<file path="src/rtl/flappy_game_ctrl.sv">
// Round sequencer for the Flappy Bird datapath: lifecycle FSM, frame-to-step/spawn strobes, flap qualification, scoring.
// Optional pause: define PAUSE_TOGGLE_EN to let start toggle RUNNING <-> PAUSED.
module flappy_game_ctrl #(
   parameter int COUNTDOWN_FRAMES = 180,
   parameter int DEATH_FRAMES     = 60,
   parameter int FRAMES_PER_STEP  = 2,
   parameter int SPAWN_FRAMES     = 90,
   parameter int SCORE_W          = 8
) (
   input  logic               clk,
   input  logic               reset,
   input  logic               frame_tick,
   input  logic               start,
   input  logic               flap,
   input  logic               collision,
   input  logic               pipe_passed,
   output logic [2:0]         state,
   output logic               clear_field,
   output logic               step,
   output logic               flap_cmd,
   output logic               spawn_pipe,
   output logic [SCORE_W-1:0] score,
   output logic [SCORE_W-1:0] high_score,
   output logic               done
);

   localparam int FMAX = (COUNTDOWN_FRAMES > DEATH_FRAMES) ?
                         COUNTDOWN_FRAMES : DEATH_FRAMES;
   localparam int FW   = $clog2(FMAX + 1);
   localparam int SW   = $clog2(FRAMES_PER_STEP + 1);
   localparam int PW   = $clog2(SPAWN_FRAMES + 1);

   typedef enum logic [2:0] {
      S_IDLE      = 3'd0,
      S_COUNTDOWN = 3'd1,
      S_RUNNING   = 3'd2,
      S_DYING     = 3'd3,
      S_OVER      = 3'd4,
      S_PAUSED    = 3'd5
   } state_t;

   state_t             state_q, state_d;
   logic [FW-1:0]      frame_q, frame_d;
   logic [SW-1:0]      stepc_q, stepc_d;
   logic [PW-1:0]      spawnc_q, spawnc_d;
   logic               pend_q, pend_d;
   logic [SCORE_W-1:0] score_q, score_d;
   logic [SCORE_W-1:0] high_q, high_d;
   logic               clear_q, clear_d;
   logic               step_q, step_d;
   logic               fcmd_q, fcmd_d;
   logic               spawn_q, spawn_d;
   logic               done_q, done_d;

   assign state       = state_q;
   assign clear_field = clear_q;
   assign step        = step_q;
   assign flap_cmd    = fcmd_q;
   assign spawn_pipe  = spawn_q;
   assign score       = score_q;
   assign high_score  = high_q;
   assign done        = done_q;

   // Next-state, counter and registered-strobe logic
   always_comb begin
      state_d  = state_q;
      frame_d  = frame_q;
      stepc_d  = stepc_q;
      spawnc_d = spawnc_q;
      pend_d   = pend_q;
      score_d  = score_q;
      high_d   = high_q;
      clear_d  = 1'b0;
      step_d   = 1'b0;
      fcmd_d   = 1'b0;
      spawn_d  = 1'b0;
      unique case (state_q)
         S_IDLE, S_OVER: begin
            if (start) begin
               state_d = S_COUNTDOWN;
               clear_d = 1'b1;
               score_d = '0;
               frame_d = '0;
            end
         end
         S_COUNTDOWN: begin
            if (frame_tick) begin
               if (frame_q == FW'(COUNTDOWN_FRAMES - 1)) begin
                  state_d  = S_RUNNING;
                  stepc_d  = '0;
                  spawnc_d = '0;
                  pend_d   = 1'b0;
               end else begin
                  frame_d = frame_q + 1'b1;
               end
            end
         end
         S_RUNNING: begin
            if (collision) begin
               state_d = S_DYING;
               frame_d = '0;
               pend_d  = 1'b0;
            end else begin
               pend_d = pend_q | flap;
               if (frame_tick) begin
                  if (stepc_q == SW'(FRAMES_PER_STEP - 1)) begin
                     stepc_d = '0;
                     step_d  = 1'b1;
                     fcmd_d  = pend_q;
                     pend_d  = flap;
                  end else begin
                     stepc_d = stepc_q + 1'b1;
                  end
                  if (spawnc_q == PW'(SPAWN_FRAMES - 1)) begin
                     spawnc_d = '0;
                     spawn_d  = 1'b1;
                  end else begin
                     spawnc_d = spawnc_q + 1'b1;
                  end
               end
               if (pipe_passed && (score_q != '1))
                  score_d = score_q + 1'b1;
`ifdef PAUSE_TOGGLE_EN
               if (start)
                  state_d = S_PAUSED;
`endif
            end
         end
         S_DYING: begin
            pend_d = 1'b0;
            if (frame_tick) begin
               if (frame_q == FW'(DEATH_FRAMES - 1)) begin
                  state_d = S_OVER;
                  if (score_q > high_q)
                     high_d = score_q;
               end else begin
                  frame_d = frame_q + 1'b1;
               end
            end
         end
         S_PAUSED: begin
`ifdef PAUSE_TOGGLE_EN
            if (start)
               state_d = S_RUNNING;
`else
            state_d = S_IDLE;
`endif
         end
         default: state_d = S_IDLE;
      endcase
      done_d = (state_d == S_OVER);
   end

   // State, counters and registered outputs
   always_ff @(posedge clk) begin
      if (reset) begin
         state_q  <= S_IDLE;
         frame_q  <= '0;
         stepc_q  <= '0;
         spawnc_q <= '0;
         pend_q   <= 1'b0;
         score_q  <= '0;
         high_q   <= '0;
         clear_q  <= 1'b0;
         step_q   <= 1'b0;
         fcmd_q   <= 1'b0;
         spawn_q  <= 1'b0;
         done_q   <= 1'b0;
      end else begin
         state_q  <= state_d;
         frame_q  <= frame_d;
         stepc_q  <= stepc_d;
         spawnc_q <= spawnc_d;
         pend_q   <= pend_d;
         score_q  <= score_d;
         high_q   <= high_d;
         clear_q  <= clear_d;
         step_q   <= step_d;
         fcmd_q   <= fcmd_d;
         spawn_q  <= spawn_d;
         done_q   <= done_d;
      end
   end

endmodule

</file>
<file path="config.mk">
export PLATFORM = sky130hd
export DESIGN_NAME = flappy_game_ctrl
export DESIGN_NICKNAME = d
export VERILOG_FILES = /design/src/rtl/flappy_game_ctrl.sv
export SDC_FILE = /design/constraint.sdc
export NUM_CORES = 1
export LEC_CHECK = 0
export ABC_AREA = 1
export BUFFER_PORTS_ARGS = -buffer_cell sky130_fd_sc_hd__buf_2
export CAP_MARGIN = 5
export CORE_AREA = 4 4 70 72
export DETAILED_ROUTE_END_ITERATION = 6
export DIE_AREA = 0 0 74 76
export PLACE_DENSITY = 0.82
export SLEW_MARGIN = 20
export SYNTH_ARGS = -nofsm -noshare
export SYNTH_HDL_FRONTEND = slang
export SYNTH_SLANG_ARGS = --single-unit
</file>
<file path="constraint.sdc">
create_clock -name clk -period 4.9 [get_ports clk]
set_input_delay 0.98 -clock clk [delete_from_list [all_inputs] [get_ports clk]]
set_output_delay 0.98 -clock clk [all_outputs]
set_load 0.02 [all_outputs]
</file>
==> run metrics, run 1 <==
result of the run=complete, no violations; share of power burned in registers=between 40% and 50%; Detailed Route WL=5.73 mm; fraction of final layout cells with drive strength greater than 1=14.7%; number of detailed-routing iterations run before antenna repair=5; most common flop cell mapped by yosys=sky130_fd_sc_hd__dfxtp_1; port buffer count=30; Post-layout nets=446; initial antenna violation count=0; die width=74 um; detailed placement HPWL=~4.2 mm; power share of the combinational group=11.9%; Post-Syn Area per Cell=6.46 um2; cell area after layout=2840 um2; class of the most critical hold timing path=reg2reg; worst skew pair latency=310 ps; hold-fix buffer count after cts=0; setup repair after global routing missed its margin=false; die boundary height=~76 um; area of the die=5620 um2; TritonCTS clock tree=done; Crit-path slowest cell=sky130_fd_sc_hd__dfxtp_1; family with the most delay on the worst path=flip-flops; Setup WS pre-CTS=2730 ps; leakage power summed over all cells=1.37 nW; internal power summed over all cells=approximately 530 uW; buffers inserted by post-CTS timing repair=0; Worst Setup SP=state[2]$_SDFF_PP0_; pwr dens=257 nW/um2; Max-cap violations=0; CTS Root Cell=sky130_fd_sc_hd__clkbuf_8; Yosys cell types=33; antenna violation net count after detailed routing=0; Site Rows=24; number of slew-limit violations in the final report=0; Routed wire per std cell=11.9 um; shortest period the worst path allows=2130 ps; combined area of all synthesized cells=2580 um2; total congestion overflow after global routing=0; cells along the critical path=buf_2; Syn. warnings=0; area added between synthesis and finish=9.73%; Top-Level Pins=31; Tightest Pin Transition=~650 ps; Finish-stage setup viols=0; cell area reported after detailed placement=between 2000 and 3000 um2; vias in the first global route=2235; count of buffer and inverter cells on the critical path=1; First DRT Iteration DRCs=179; core footprint=about 4300 um2; Setup Skew=9.07 ps; final total negative setup slack=0 ps; Gates resized, CTS repair=0; Clock Path Buffers=2; Total Routing Usage GR=21.4%; start point of the worst min-delay path=stepc_q[1]$_SDFFE_PP0P_; total nets after synthesis=between 400 and 500; post-route clock period utilization=between 40 and 50%; DRC violation count after routing=0; cells after synthesis=400; maximum cell stage delay along the critical path=between 500 and 600 ps; first-pass GRT wire length=9.69 mm; routed vias/inst=5.27; Critical R2R Launch=frame_q[1]$_SDFFE_PP0P_; Starting Density=approximately 60%; clock network fraction of design power=between 30% and 40%; total CTS buffers=5; Net Switching=198 uW; number of enable-type register cells in the synthesized netlist=0; number of vias after detailed routing=approximately 2.5k; peak supply drop=0.000202 V; startpoint type of the worst setup path=flop; kind of critical path=reg2out; Switching Share=27.2%; required time at the endpoint of the critical path=3920 ps; CTS clock-pin slew for the worst setup and hold paths=approximately 90 ps; part of the Yosys area used for sequential elements=32.5%; maximum number of pins on one net before global-route repair=22; maximum fanout along the worst path=8; Final WS setup=2770 ps; H-tree Lvls=2; Worst EP arrival=about 1200 ps; Critical Path Sink Type=output port; post-synthesis register bit count=42; maximum clock frequency=0.470 GHz; number of endpoints with negative hold slack in the final report=0; clock sinks=between 40 and 50; headroom to the max-slew limit=roughly 56%; Routability Congestion=0.891; async set or reset register ratio after synthesis=0%; diode count=0
[area by class of cell]
cell class / instances / area [um2]
inverter: 49 / 189
tap: 52 / 65.1
timing repair buffer: 30 / 150
fill: 431 / 1460
clock buffer: 6 / 72.6
sequential: 42 / 841
multi-input combinational: 299 / 1480
clock inverter: 2 / 37.5
[synth_stat cells, types with 2 or more instances]
master,count,area share [%]
sky130_fd_sc_hd__a21oi_1,22,4.3
sky130_fd_sc_hd__buf_2,2,0.39
sky130_fd_sc_hd__buf_6,4,1.7
sky130_fd_sc_hd__clkbuf_1,3,0.44
sky130_fd_sc_hd__dfxtp_1,42,33
sky130_fd_sc_hd__ha_1,12,5.8
sky130_fd_sc_hd__inv_1,46,6.7
sky130_fd_sc_hd__inv_2,2,0.29
sky130_fd_sc_hd__nand2_1,110,16
sky130_fd_sc_hd__nand2_2,6,1.5
sky130_fd_sc_hd__nand2_4,2,0.87
sky130_fd_sc_hd__nand3_1,33,6.4
sky130_fd_sc_hd__nand3_2,2,0.77
sky130_fd_sc_hd__nand3b_1,2,0.58
sky130_fd_sc_hd__nand4_1,7,1.7
sky130_fd_sc_hd__nor2_1,65,9.4
sky130_fd_sc_hd__nor2_2,5,1.2
sky130_fd_sc_hd__nor2_4,3,1.3
sky130_fd_sc_hd__nor3_1,6,1.2
sky130_fd_sc_hd__o21ai_0,3,0.58
sky130_fd_sc_hd__o21ai_1,7,1.4
sky130_fd_sc_hd__o21bai_1,2,0.58
sky130_fd_sc_hd__or2_2,2,0.48
sky130_fd_sc_hd__xnor2_1,2,0.68
sky130_fd_sc_hd__xor2_1,2,0.68
[logic make-up after synthesis]
| family | share of synthesized area (%) |
|---|---|
| flops | 32.5 |
| xor+xnor | 1.36 |
| fa+ha+maj | 5.81 |
| simple gates | 42.7 |
| compound gates | 7.41 |
| buf+inv | 10.2 |
[power groups by stage]
stage / logic, mW / registers [mW] / clock network (mW)
after CTS: 0.0868 / 0.361 / 0.283
after floorplan: 0.0592 / 0.372 / 0
after global placement: 0.0838 / 0.369 / 0
final: 0.0864 / 0.361 / 0.280
after detailed placement: 0.0860 / 0.369 / 0
after global routing: 0.0985 / 0.363 / 0.299
[stage by stage]
stage	hold WS (ps)	power, mW	cells	utilization (%)
2_1_floorplan	415	0.431	400	-
3_3_place_gp	428	0.453	472	63.5
5_1_grt	486	0.760	480	66.0
3_5_place_dp	431	0.455	472	63.5
4_1_cts	444	0.730	480	66.0
6_report	444	0.727	480	66.0
[flip-flops by register name, summed over array words and instances (netlist names)]
name / flops
clear_field: 1
step: 1
spawn_pipe: 1
state: 3
stepc_q: 2
pend_q: 1
high_score: 8
flap_cmd: 1
frame_q: 8
score: 8
spawnc_q: 7
done: 1
[path summary, 6_finish.rpt]
| path | end | slack [ps] | cells past startpoint |
|---|---|---|---|
| setup / recovery | state[2] | 2770 | 1 |
| hold / removal | stepc_q[1]$_SDFFE_PP0P_ | 440 | 2 |
| setup reg to reg | spawnc_q[1]$_SDFFE_PP0P_ | 3000 | 8 |
| hold reg to reg | stepc_q[1]$_SDFFE_PP0P_ | 440 | 2 |
[cell usage in the layout (no fill, tap or decap), types with 2 or more instances in the layout]
master / n
sky130_fd_sc_hd__or2_2: 2
sky130_fd_sc_hd__nand3_2: 2
sky130_fd_sc_hd__nor2_4: 3
sky130_fd_sc_hd__xor2_1: 2
sky130_fd_sc_hd__ha_1: 12
sky130_fd_sc_hd__o21ai_0: 3
sky130_fd_sc_hd__buf_2: 30
sky130_fd_sc_hd__o21bai_1: 2
sky130_fd_sc_hd__nand2_4: 2
sky130_fd_sc_hd__a21oi_1: 22
sky130_fd_sc_hd__inv_1: 46
sky130_fd_sc_hd__nor2_1: 65
sky130_fd_sc_hd__nand2_1: 110
sky130_fd_sc_hd__nor2_2: 5
sky130_fd_sc_hd__dfxtp_1: 42
sky130_fd_sc_hd__nor3_1: 6
sky130_fd_sc_hd__nand4_1: 7
sky130_fd_sc_hd__clkbuf_8: 5
sky130_fd_sc_hd__inv_2: 2
sky130_fd_sc_hd__nand3_1: 33
sky130_fd_sc_hd__xnor2_1: 2
sky130_fd_sc_hd__nand3b_1: 2
sky130_fd_sc_hd__nand2_2: 6
sky130_fd_sc_hd__o21ai_1: 7
[routing by layer]
metal	vias to the layer above	share of wire, %	track usage [%]
met3	9	4.9	3.30
met2	62	48	34.8
met1	1140	45	27.5
met4	0	1.7	8.88
met5	-	0	0
li1	1317	-	-
No activity file was read; power rests on OpenSTA's default activity.
==> inputs of run 2 (changes only) <==
--- a/config.mk
+++ b/config.mk
@@ -8,10 +8,10 @@
 export ABC_AREA = 1
 export BUFFER_PORTS_ARGS = -buffer_cell sky130_fd_sc_hd__buf_2
 export CAP_MARGIN = 5
-export CORE_AREA = 4 4 70 72
+export CORE_AREA = 4 4 72 74
 export DETAILED_ROUTE_END_ITERATION = 6
-export DIE_AREA = 0 0 74 76
-export PLACE_DENSITY = 0.82
+export DIE_AREA = 0 0 76 78
+export PLACE_DENSITY = 0.78
 export SLEW_MARGIN = 20
 export SYNTH_ARGS = -nofsm -noshare
 export SYNTH_HDL_FRONTEND = slang
==> constraint.sdc (replaced) <==
create_clock -name clk -period 2.1 [get_ports clk]
set_input_delay 0.42 -clock clk [delete_from_list [all_inputs] [get_ports clk]]
set_output_delay 0.42 -clock clk [all_outputs]
set_load 0.02 [all_outputs]
==> run 2 against run 1 <==
Against the previous run:
- critical path depth grew 7
- final cell count grew 1.9%
- combinational power grew to 2.6 times the previous value
- hold slack lost 34 ps
- die area grew 5.4%
- first-iteration DRC count grew 8.4%
- utilization shrank 3.3 points
- design area grew 1.8%
- critical path type is now reg2reg
- highest routed layer unchanged
==> run metrics, run 2 (synthesis results as in run 1) <==
routed vias/inst=5.18 (-1.6%); required time at the endpoint of the critical path=2290 ps (-1630 ps); final total negative setup slack=0 ps (unchanged); hold-fix buffer count after cts=0 (unchanged); First DRT Iteration DRCs=194 (+8.4%); Max-cap violations=0 (unchanged); Tightest Pin Transition=408 ps (-244 ps); family with the most delay on the worst path=simple AND/OR/NAND/NOR gates; most common cell after layout, fill and taps aside=sky130_fd_sc_hd__nand2_1; cells along the critical path=ha_1, nand3_1, nor2_1, nand3_2, nand2_2, o21ai_1, nand2_1, nor2_1; FF/Latch Area=841 um2 (unchanged); diode count=0 (unchanged); CTS Root Cell=sky130_fd_sc_hd__clkbuf_8; buffers inserted by post-CTS timing repair=0 (unchanged); maximum fanout along the worst path=13 (+5); peak supply drop=0.000302 V (+49%); number of endpoints with negative hold slack in the final report=0 (unchanged); worst skew pair latency=300 ps (about the same); Crit-path slowest cell=sky130_fd_sc_hd__dfxtp_1; area of the die=5930 um2 (+5.4%); maximum number of pins on one net before global-route repair=18 (-18%); number of detailed-routing iterations run before antenna repair=4 (-1); number of slew-limit violations in the final report=0 (unchanged); setup repair after global routing missed its margin=false; port buffer count=30 (unchanged); core footprint=4600 um2 (+7.1%); Post-layout nets=453 (+1.6%); total of fill cells in the finished design=452 (+4.9%); total congestion overflow after global routing=0 (unchanged); utilization after layout=62.8% (-3.3 points); Routability Congestion=0.863 (-3.2%); Gates resized, CTS repair=0 (unchanged); maximum clock frequency=roughly 0.55 GHz; die boundary height=78 um (+2.6%); maximum cell stage delay along the critical path=390 ps (-200 ps); detailed placement HPWL=4.39 mm (+3.7%); shortest period the worst path allows=approximately 1800 ps; result of the run=complete, no violations; post-route clock period utilization=86.7%; vias in the first global route=2371 (+6.1%); Total Routing Usage GR=20.5% (-0.85 points); kind of critical path=reg2reg; TritonCTS clock tree=done; leakage power summed over all cells=1.40 nW (+2.8%); H-tree Lvls=2 (unchanged); die width=76 um (+2.7%); Worst EP arrival=2010 ps (+860 ps); Finish-stage setup viols=0 (unchanged); Critical Path Sink Type=flop; Site Rows=25 (+4.2%); Top-Level Pins=31 (unchanged); DRC violation count after routing=0 (unchanged); Worst path most repeated cell=sky130_fd_sc_hd__nor2_1; Clock Path Buffers=2 (unchanged); count of buffer and inverter cells on the critical path=0 (-1); area added between synthesis and finish=11.7%; most used cells in the layout excluding fill and tap cells=sky130_fd_sc_hd__nand2_1, sky130_fd_sc_hd__nor2_1, sky130_fd_sc_hd__inv_1; headroom to the max-slew limit=72.7% (+16 points); Routed wire per std cell=12.0 um (+0.47%); class of the most critical hold timing path=in2reg; antenna violation net count after detailed routing=0 (unchanged); first-pass GRT wire length=10.2 mm (+5.4%); clock sinks=42 (unchanged); total CTS buffers=5 (unchanged); Detailed Route WL=5.87 mm (+2.4%); fraction of final layout cells with drive strength greater than 1=15.9% (+1.1 points); total chip power=1.69 mW (+130%); Starting Density=56.2% (-4.0 points); Setup Skew=7.02 ps (-2.06 ps); multi-input logic area=1480 um2 (unchanged); startpoint type of the worst setup path=flop; initial antenna violation count=0 (unchanged); CTS clock-pin slew for the worst setup and hold paths=80 ps (about the same); pwr dens=587 nW/um2 (+130%); number of vias after detailed routing=2535 (+0.28%)
==> run 2: cell count changes in the layout (fill, tap and decap cells not counted) <==
cell                         before  now
sky130_fd_sc_hd__clkbuf_1         1    2
sky130_fd_sc_hd__buf_4            0    7
sky130_fd_sc_hd__clkinvlp_4       1    0
==> run 2: worst paths after layout <==
| path | slack, ps | cells past startpoint | endpoint | from |
|---|---|---|---|---|
| hold reg to reg | 450 | 2 | stepc_q[1]$_SDFFE_PP0P_ | stepc_q[1]$_SDFFE_PP0P_ |
| setup / recovery | 280 | 8 | spawnc_q[4]$_SDFFE_PP0P_ | frame_q[1]$_SDFFE_PP0P_ |
| setup reg to reg | 280 | 8 | spawnc_q[4]$_SDFFE_PP0P_ | frame_q[1]$_SDFFE_PP0P_ |
| hold / removal | 410 | 3 | clear_field$_SDFF_PP0_ | start |
==> run 2: final cells by class <==
type,instances,area share (%)
multi-input combinational,299,51.3
sequential,42,29.1
timing repair buffer,37,7.02
inverter,49,6.55
clock buffer,7,2.64
tap,54,2.34
clock inverter,1,1.04
==> run 2: layer usage <==
metal | share of wire [%] | up-vias | GRT usage, %
li1 | - | 1326 | -
met2 | 48 | 56 | 34.1
met3 | 4.7 | 11 | 4.06
met1 | 46 | 1142 | 26.1
met4 | 1.5 | 0 | 7.65
met5 | 0 | - | 0
==> run 2: per-stage QoR <==
step / worst slack, ps / hold WS, ps / cell area (um2) / std cells
2_1_floorplan: 436 / 415 / 2580 / 400
5_1_grt: 92.8 / 414 / 2890 / 489
6_report: 279 / 410 / 2890 / 489
3_5_place_dp: 292 / 437 / 2780 / 481
3_3_place_gp: 351 / 427 / 2780 / 481
4_1_cts: 289 / 402 / 2890 / 489
==> run 2: tightest hold or removal path: stages <==
cell and delay (ps):
sky130_fd_sc_hd__buf_2 110, sky130_fd_sc_hd__inv_1 60, sky130_fd_sc_hd__nor3_1 60
==> run 2: where the power goes <==
group | internal (mW) | total [mW] | leakage, nW | switching, mW
registers | 0.812 | 0.836 | 0.340 | 0.0230
clock network | 0.356 | 0.635 | 0.0524 | 0.279
logic | 0.0777 | 0.224 | 1.01 | 0.146
